===== config.mk =====
export PLATFORM = sky130hd
export DESIGN_NAME = alu_arbiter
export DESIGN_NICKNAME = d
export VERILOG_FILES = /design/src/rtl/alu_pkg.sv /design/src/rtl/alu_core.sv /design/src/rtl/alu_arbiter.sv
export SDC_FILE = /design/constraint.sdc
export NUM_CORES = 1
export LEC_CHECK = 0
export CAP_MARGIN = 20
export CORE_ASPECT_RATIO = 1.75
export CORE_MARGIN = 5
export CORE_UTILIZATION = 53
export DETAILED_ROUTE_END_ITERATION = 6
export GPL_ROUTABILITY_DRIVEN = 0
export GPL_TIMING_DRIVEN = 1
export PLACE_DENSITY = 0.85
export RECOVER_POWER = 25
export SETUP_SLACK_MARGIN = 0.4
export SLEW_MARGIN = 10
export SYNTH_ARGS = -nofsm -noshare
export SYNTH_HDL_FRONTEND = slang
export SYNTH_SLANG_ARGS = --single-unit

===== constraint.sdc =====
create_clock -name clk -period 5.1 [get_ports clk]
set_input_delay 0.765 -clock clk [delete_from_list [all_inputs] [get_ports clk]]
set_output_delay 0.765 -clock clk [all_outputs]
set_load 0.05 [all_outputs]

===== src/rtl/alu_pkg.sv =====
// Shared definitions for the ALU arbiter: opcodes, FSM state encoding and the flag bundle.
// Latency: n/a (types and constants only).
// Backpressure: n/a.
package alu_pkg;

  localparam logic [2:0] OP_ADD = 3'b000;
  localparam logic [2:0] OP_SUB = 3'b001;
  localparam logic [2:0] OP_AND = 3'b010;
  localparam logic [2:0] OP_OR  = 3'b011;
  localparam logic [2:0] OP_XOR = 3'b100;
  localparam logic [2:0] OP_NOT = 3'b101;
  localparam logic [2:0] OP_SHL = 3'b110;
  localparam logic [2:0] OP_ABS = 3'b111;

  typedef enum logic [1:0] {
    IDLE = 2'd0,
    EXEC = 2'd1,
    RESP = 2'd2
  } state_t;

  typedef struct packed {
    logic carry;
    logic sign;
    logic over;
    logic zero;
  } flags_t;

endpackage


===== src/rtl/alu_core.sv =====
// 8-bit ALU datapath: add, sub, and, or, xor, not, shl, abs with carry/sign/over/zero flags.
// Latency: purely combinational.
// Backpressure: none; the caller registers the outputs.
// Ports: i_op opcode, i_a/i_b operands, o_result, o_carry/o_sign/o_over/o_zero flags.
module alu_core
  import alu_pkg::*;
(
  input  logic [2:0] i_op,
  input  logic [7:0] i_a,
  input  logic [7:0] i_b,
  output logic [7:0] o_result,
  output logic       o_carry,
  output logic       o_sign,
  output logic       o_over,
  output logic       o_zero
);

  logic [8:0] w_sum;
  logic [7:0] w_res;
  logic       w_carry;
  logic       w_over;

  always_comb begin
    w_sum   = '0;
    w_res   = '0;
    w_carry = 1'b0;
    w_over  = 1'b0;
    case (i_op)
      OP_ADD: begin
        w_sum   = {1'b0, i_a} + {1'b0, i_b};
        w_res   = w_sum[7:0];
        w_carry = w_sum[8];
        w_over  = (i_a[7] == i_b[7]) && (w_res[7] != i_a[7]);
      end
      OP_SUB: begin
        // Subtract as A + ~B + 1 so carry-out reads as "no borrow".
        w_sum   = {1'b0, i_a} + {1'b0, ~i_b} + 9'd1;
        w_res   = w_sum[7:0];
        w_carry = w_sum[8];
        w_over  = (i_a[7] != i_b[7]) && (w_res[7] != i_a[7]);
      end
      OP_AND:  w_res = i_a & i_b;
      OP_OR:   w_res = i_a | i_b;
      OP_XOR:  w_res = i_a ^ i_b;
      OP_NOT:  w_res = ~i_a;
      OP_SHL:  w_res = {i_a[6:0], 1'b0};
      // abs(0x80) wraps back to 0x80, the natural two's complement result.
      OP_ABS:  w_res = i_a[7] ? (~i_a + 8'd1) : i_a;
      default: w_res = '0;
    endcase
  end

  assign o_result = w_res;
  assign o_carry  = w_carry;
  assign o_over   = w_over;
  assign o_sign   = w_res[7];
  assign o_zero   = (w_res == 8'd0);

endmodule


===== src/rtl/alu_arbiter.sv =====
// Shares one alu_core among N_REQ requesters; round-robin grant, one operation in flight.
// Latency: accept at edge t, registered response valid from edge t+1; >= 3 cycles per operation.
// Backpressure: response held stable until rsp_ready; no request accepted outside IDLE.
// Ports: clk/rst (sync, active-high); req_valid/req_ready/req_op/req_a/req_b packed per requester;
//        rsp_valid/rsp_ready handshake with rsp_id, rsp_data and rsp_carry/sign/over/zero flags.
// Build option: define ALU_FIXED_PRIO_EN for fixed priority (lowest index wins, pointer held at 0).
module alu_arbiter
  import alu_pkg::*;
#(
  parameter int N_REQ = 4,
  parameter int ID_W  = 2
) (
  input  logic                 clk,
  input  logic                 rst,
  input  logic [N_REQ-1:0]     req_valid,
  output logic [N_REQ-1:0]     req_ready,
  input  logic [3*N_REQ-1:0]   req_op,
  input  logic [8*N_REQ-1:0]   req_a,
  input  logic [8*N_REQ-1:0]   req_b,
  output logic                 rsp_valid,
  input  logic                 rsp_ready,
  output logic [ID_W-1:0]      rsp_id,
  output logic [7:0]           rsp_data,
  output logic                 rsp_carry,
  output logic                 rsp_sign,
  output logic                 rsp_over,
  output logic                 rsp_zero
);

  state_t          r_state;
  state_t          w_state_nxt;
  logic [ID_W-1:0] r_ptr;
  logic [2:0]      r_op;
  logic [7:0]      r_a;
  logic [7:0]      r_b;
  logic [ID_W-1:0] r_id;
  logic [7:0]      r_data;
  flags_t          r_flags;
  logic            r_rsp_valid;

  logic [2:0]      w_op_arr [N_REQ];
  logic [7:0]      w_a_arr  [N_REQ];
  logic [7:0]      w_b_arr  [N_REQ];

  logic [ID_W-1:0] w_gnt;
  logic            w_gnt_vld;
  logic [ID_W:0]   w_cand_sum;
  logic [ID_W-1:0] w_cand;
  logic            w_accept;

  logic [7:0]      w_res;
  flags_t          w_flags;

  for (genvar gi = 0; gi < N_REQ; gi++) begin : g_unpack
    assign w_op_arr[gi] = req_op[3*gi +: 3];
    assign w_a_arr[gi]  = req_a[8*gi +: 8];
    assign w_b_arr[gi]  = req_b[8*gi +: 8];
  end

  // Scan from the pointer, wrapping modulo N_REQ; first valid wins.
  // In fixed-priority builds the pointer stays at 0, so this is lowest-index-first.
  always_comb begin
    w_gnt      = '0;
    w_gnt_vld  = 1'b0;
    w_cand_sum = '0;
    w_cand     = '0;
    for (int k = 0; k < N_REQ; k++) begin
      w_cand_sum = {1'b0, r_ptr} + (ID_W+1)'(k);
      if (w_cand_sum >= (ID_W+1)'(N_REQ)) begin
        w_cand_sum = w_cand_sum - (ID_W+1)'(N_REQ);
      end
      w_cand = w_cand_sum[ID_W-1:0];
      if (!w_gnt_vld && req_valid[w_cand]) begin
        w_gnt_vld = 1'b1;
        w_gnt     = w_cand;
      end
    end
  end

  assign w_accept = (r_state == IDLE) && w_gnt_vld;

`ifndef ALU_FIXED_PRIO_EN
  logic [ID_W:0]   w_ptr_sum;
  logic [ID_W-1:0] w_ptr_nxt;

  always_comb begin
    w_ptr_sum = {1'b0, w_gnt} + (ID_W+1)'(1);
    w_ptr_nxt = w_ptr_sum[ID_W-1:0];
    if (w_ptr_sum == (ID_W+1)'(N_REQ)) begin
      w_ptr_nxt = '0;
    end
  end
`endif

  // FSM state register.
  always_ff @(posedge clk) begin
    if (rst) begin
      r_state <= IDLE;
    end else begin
      r_state <= w_state_nxt;
    end
  end

  // Next state and the combinational grant strobe.
  always_comb begin
    w_state_nxt = r_state;
    req_ready   = '0;
    case (r_state)
      IDLE: begin
        if (w_gnt_vld) begin
          req_ready[w_gnt] = 1'b1;
          w_state_nxt      = EXEC;
        end
      end
      EXEC: w_state_nxt = RESP;
      RESP: begin
        if (rsp_ready) begin
          w_state_nxt = IDLE;
        end
      end
      default: w_state_nxt = IDLE;
    endcase
  end

  alu_core u_alu_core (
    .i_op     (r_op),
    .i_a      (r_a),
    .i_b      (r_b),
    .o_result (w_res),
    .o_carry  (w_flags.carry),
    .o_sign   (w_flags.sign),
    .o_over   (w_flags.over),
    .o_zero   (w_flags.zero)
  );

  always_ff @(posedge clk) begin
    if (rst) begin
      r_ptr       <= '0;
      r_op        <= '0;
      r_a         <= '0;
      r_b         <= '0;
      r_id        <= '0;
      r_data      <= '0;
      r_flags     <= '0;
      r_rsp_valid <= 1'b0;
    end else begin
      if (w_accept) begin
        r_op <= w_op_arr[w_gnt];
        r_a  <= w_a_arr[w_gnt];
        r_b  <= w_b_arr[w_gnt];
        r_id <= w_gnt;
`ifdef ALU_FIXED_PRIO_EN
        r_ptr <= '0;
`else
        r_ptr <= w_ptr_nxt;
`endif
      end
      if (r_state == EXEC) begin
        r_data      <= w_res;
        r_flags     <= w_flags;
        r_rsp_valid <= 1'b1;
      end else if ((r_state == RESP) && rsp_ready) begin
        r_rsp_valid <= 1'b0;
      end
    end
  end

  assign rsp_valid = r_rsp_valid;
  assign rsp_id    = r_id;
  assign rsp_data  = r_data;
  assign rsp_carry = r_flags.carry;
  assign rsp_sign  = r_flags.sign;
  assign rsp_over  = r_flags.over;
  assign rsp_zero  = r_flags.zero;

endmodule


==> impl_metrics.toml <==
[run_status]
status = "complete, but fails checks"
violations = "max-capacitance violations, max-slew violations"

[sta]
worst_pin_slew_ns = 1.55
min_period_over_period_pct = 77.6
slew_viol_final = 39
fin_worst_skew_ns = 0.00888
finalSetupTns_ns = 0
fin_ws_ns = 1.14
hold_violations = 0
fmax_mhz = 253
fin_crit_ns = 3.96
relSlewSlack_pct = -3.53
setup_viol = 0
rsz0062_at_grt = "false"

[logic_synthesis]
synth_top_area_cell = "dfxtp_1"
syn_inst = 515
syn-mean-instance-area_um2 = 6.87
seq_area_frac_synth_pct = 20.9
synth_top_area_share_pct = 20.9
synth_edf_count = 0
ys_types = 58
yosysWarnings = 0
synth_area_mm2 = 0.00354
synth_area_leaders = "dfxtp_1 21%, nand2_1 12%, ha_1 10%"
synth_seq_cells = 37
syn_nets = 629
synth_async_sr_flop_share_pct = 0
synth_ff_type = "dfxtp_1"

[layout]
num-fill-cells = 552
fin_util_pct = 71.1
final_cells = 672
finalNetCount = 703
n_antenna_cell = 0
area_growth_syn_to_layout_pct = 31.4
drive_gt1_share_pct = 5.08

[drt]
post_drt_wl_per_cell_um = 15.3
drc = 0
dr_total_vias = 3921
drtIter0Drc = 413
drt_first_pass_iters = 7
ant_nets = 0
drt-total-wl_mm = 10.3
viasPerCell = 5.83

[setup_path]
arrival_ns = 3.19
worst_setup_path_end_kind = "output port"
path_max_fanout = 42
cp.required_ns = 4.34
cp-start-kind = "input pin"
worstSetupPathType = "input pin to output port"

[clocking]
root_buffer = "clkbuf_16"
numClockSinks = 37
cts_resized = 0
h-tree-depth = 2
cts_made_buffers = 5
cts_setup_buffers = 0
clk_latency_ns = 0.28
ctsLongestPathBuffers = 2
cts_tree = "built"
cts_hold_buffers = 0
clkTransAtPathRegs_ns = 0.06

[placement]
pre_cts_slack_ns = 1.15
io_buffers = 101
dp_cells = 664
hpwlAfterDp_mm = 8.08

[floorplan]
rows = 39
core_area_mm2 = 0.00654
floorplan.initialDensity_pct = 54.1
fp.dieH_um = 118
dieArea_mm2 = 0.00847
die_w_um = 71.8
io_pins = 102

[worst_hold_path]
min_path_type = "flop to flop"

[job]
cap_violations = 1

[global_routing]
grt_pass1_wl_mm = 17.1
antenna_found_initial = 0
overflow = 0
grt.total_usage_pct = 24.4
grt_max_degree = 43
grt_pass1_vias = 3892

[pwr]
ir_drop_uv = 194
cellPowerDensity_mw_per_mm2 = 349
leakage_uw = 0.00194
-- worst max-delay path: stages --
cell and delay (ns):
clkdlybuf4s50_1 0.49, mux2i_1 0.16, nor2_1 0.05, or3_1 0.34, buf_4 0.26, inv_2 0.10
ha_1 0.13, and2_1 0.11, clkdlybuf4s50_1 0.79
-- flip-flops by register name (all words and copies together), names as in the netlist, named ones only --
name	count
rsp_id	2
rsp_valid	1
r_b	8
r_state	2
r_ptr	1
r_a	8
rsp_carry	1
rsp_data	8
rsp_over	1
r_op	3
rsp_zero	1
-- power by group --
group | internal, µW | switching (µW) | total (µW) | leakage, µW
Combinational | 352 | 513 | 865 | 0.00155
Clock | 231 | 119 | 350 | 0.0000800
Sequential | 334 | 74.6 | 409 | 0.000305
Total | 917 | 706 | 1620 | 0.00194
-- per-layer routing --
metal,track usage (%),routed length [µm]
met4,14.8,582
met2,44.3,5400
met1,24.7,3670
met3,4.44,658
met5,0,0
-- metrics by stage --
| stage | area (µm²) | hold slack (ns) | total power (µW) |
|---|---|---|---|
| after global routing | 4650 | 0.472 | 1740 |
| after detailed placement | 4480 | 0.446 | 1270 |
| after floorplan | 3540 | 0.453 | 1030 |
| final | 4650 | 0.453 | 1620 |
| after CTS | 4650 | 0.455 | 1620 |
| after global placement | 4480 | 0.441 | 1240 |
-- cell type report --
class / instances / area [µm²] / share of cell area [%]
clock buffers: 5 / 125 / 2.69
clock inverters: 3 / 46.3 / 0.996
inverters: 27 / 101 / 2.18
multi-input cells: 411 / 2480 / 53.5
flip-flops and latches: 37 / 741 / 15.9
well taps: 82 / 103 / 2.21
repair buffers: 107 / 1050 / 22.5
-- Yosys cell counts (all sizes together), types with 4 or more instances --
cell type	number
nand3	60
inv	27
nand2b	7
or3	4
nand2	113
xnor2	6
and2	4
a21oi	47
o21a	4
nor4	4
a31oi	4
clkbuf	24
ha	29
nor2b	5
mux2i	9
o221ai	5
xor2	5
a211oi	14
nor3	6
nor2	26
buf	16
o22ai	7
dfxtp	37
o21ai	9
a21o	7
-- worst paths after layout --
kind / cells past startpoint / slack, ns / end / start
worst max-delay path: 9 / 1.14 / req_ready[1] / req_valid[0]
worst min-delay path: 2 / 0.45 / rsp_over / rsp_over
worst max register to register: 9 / 2.17 / rsp_zero / r_a[1]
worst min register to register: 2 / 0.45 / rsp_over / rsp_over
-- cells in the final DEF (no fill, tap or decap), types with 6 or more instances in the layout --
| cell type | instances |
|---|---|
| mux2i_1 | 9 |
| ha_1 | 29 |
| dfxtp_1 | 37 |
| o22ai_1 | 7 |
| nor2_1 | 25 |
| clkdlybuf4s50_1 | 86 |
| dlygate4sd3_1 | 13 |
| buf_4 | 7 |
| o21ai_0 | 9 |
| nand2_1 | 113 |
| nand3_1 | 60 |
| a21o_1 | 6 |
| a21oi_1 | 47 |
| nand2b_1 | 7 |
| xnor2_1 | 6 |
| a211oi_1 | 13 |
| inv_1 | 26 |
-- cell families after synthesis --
kind of cell	after synthesis	share of synthesized area (%)
adders and majority gates	31	11.4
and+or+nand+nor	241	31.4
buffers and inverters	67	8.98
DFF	37	20.9
muxes	9	2.55
xor gates and xnor gates	11	2.72
AOI/OAI and AO/OA	119	22.0
Power figures use the tool's default switching activity.
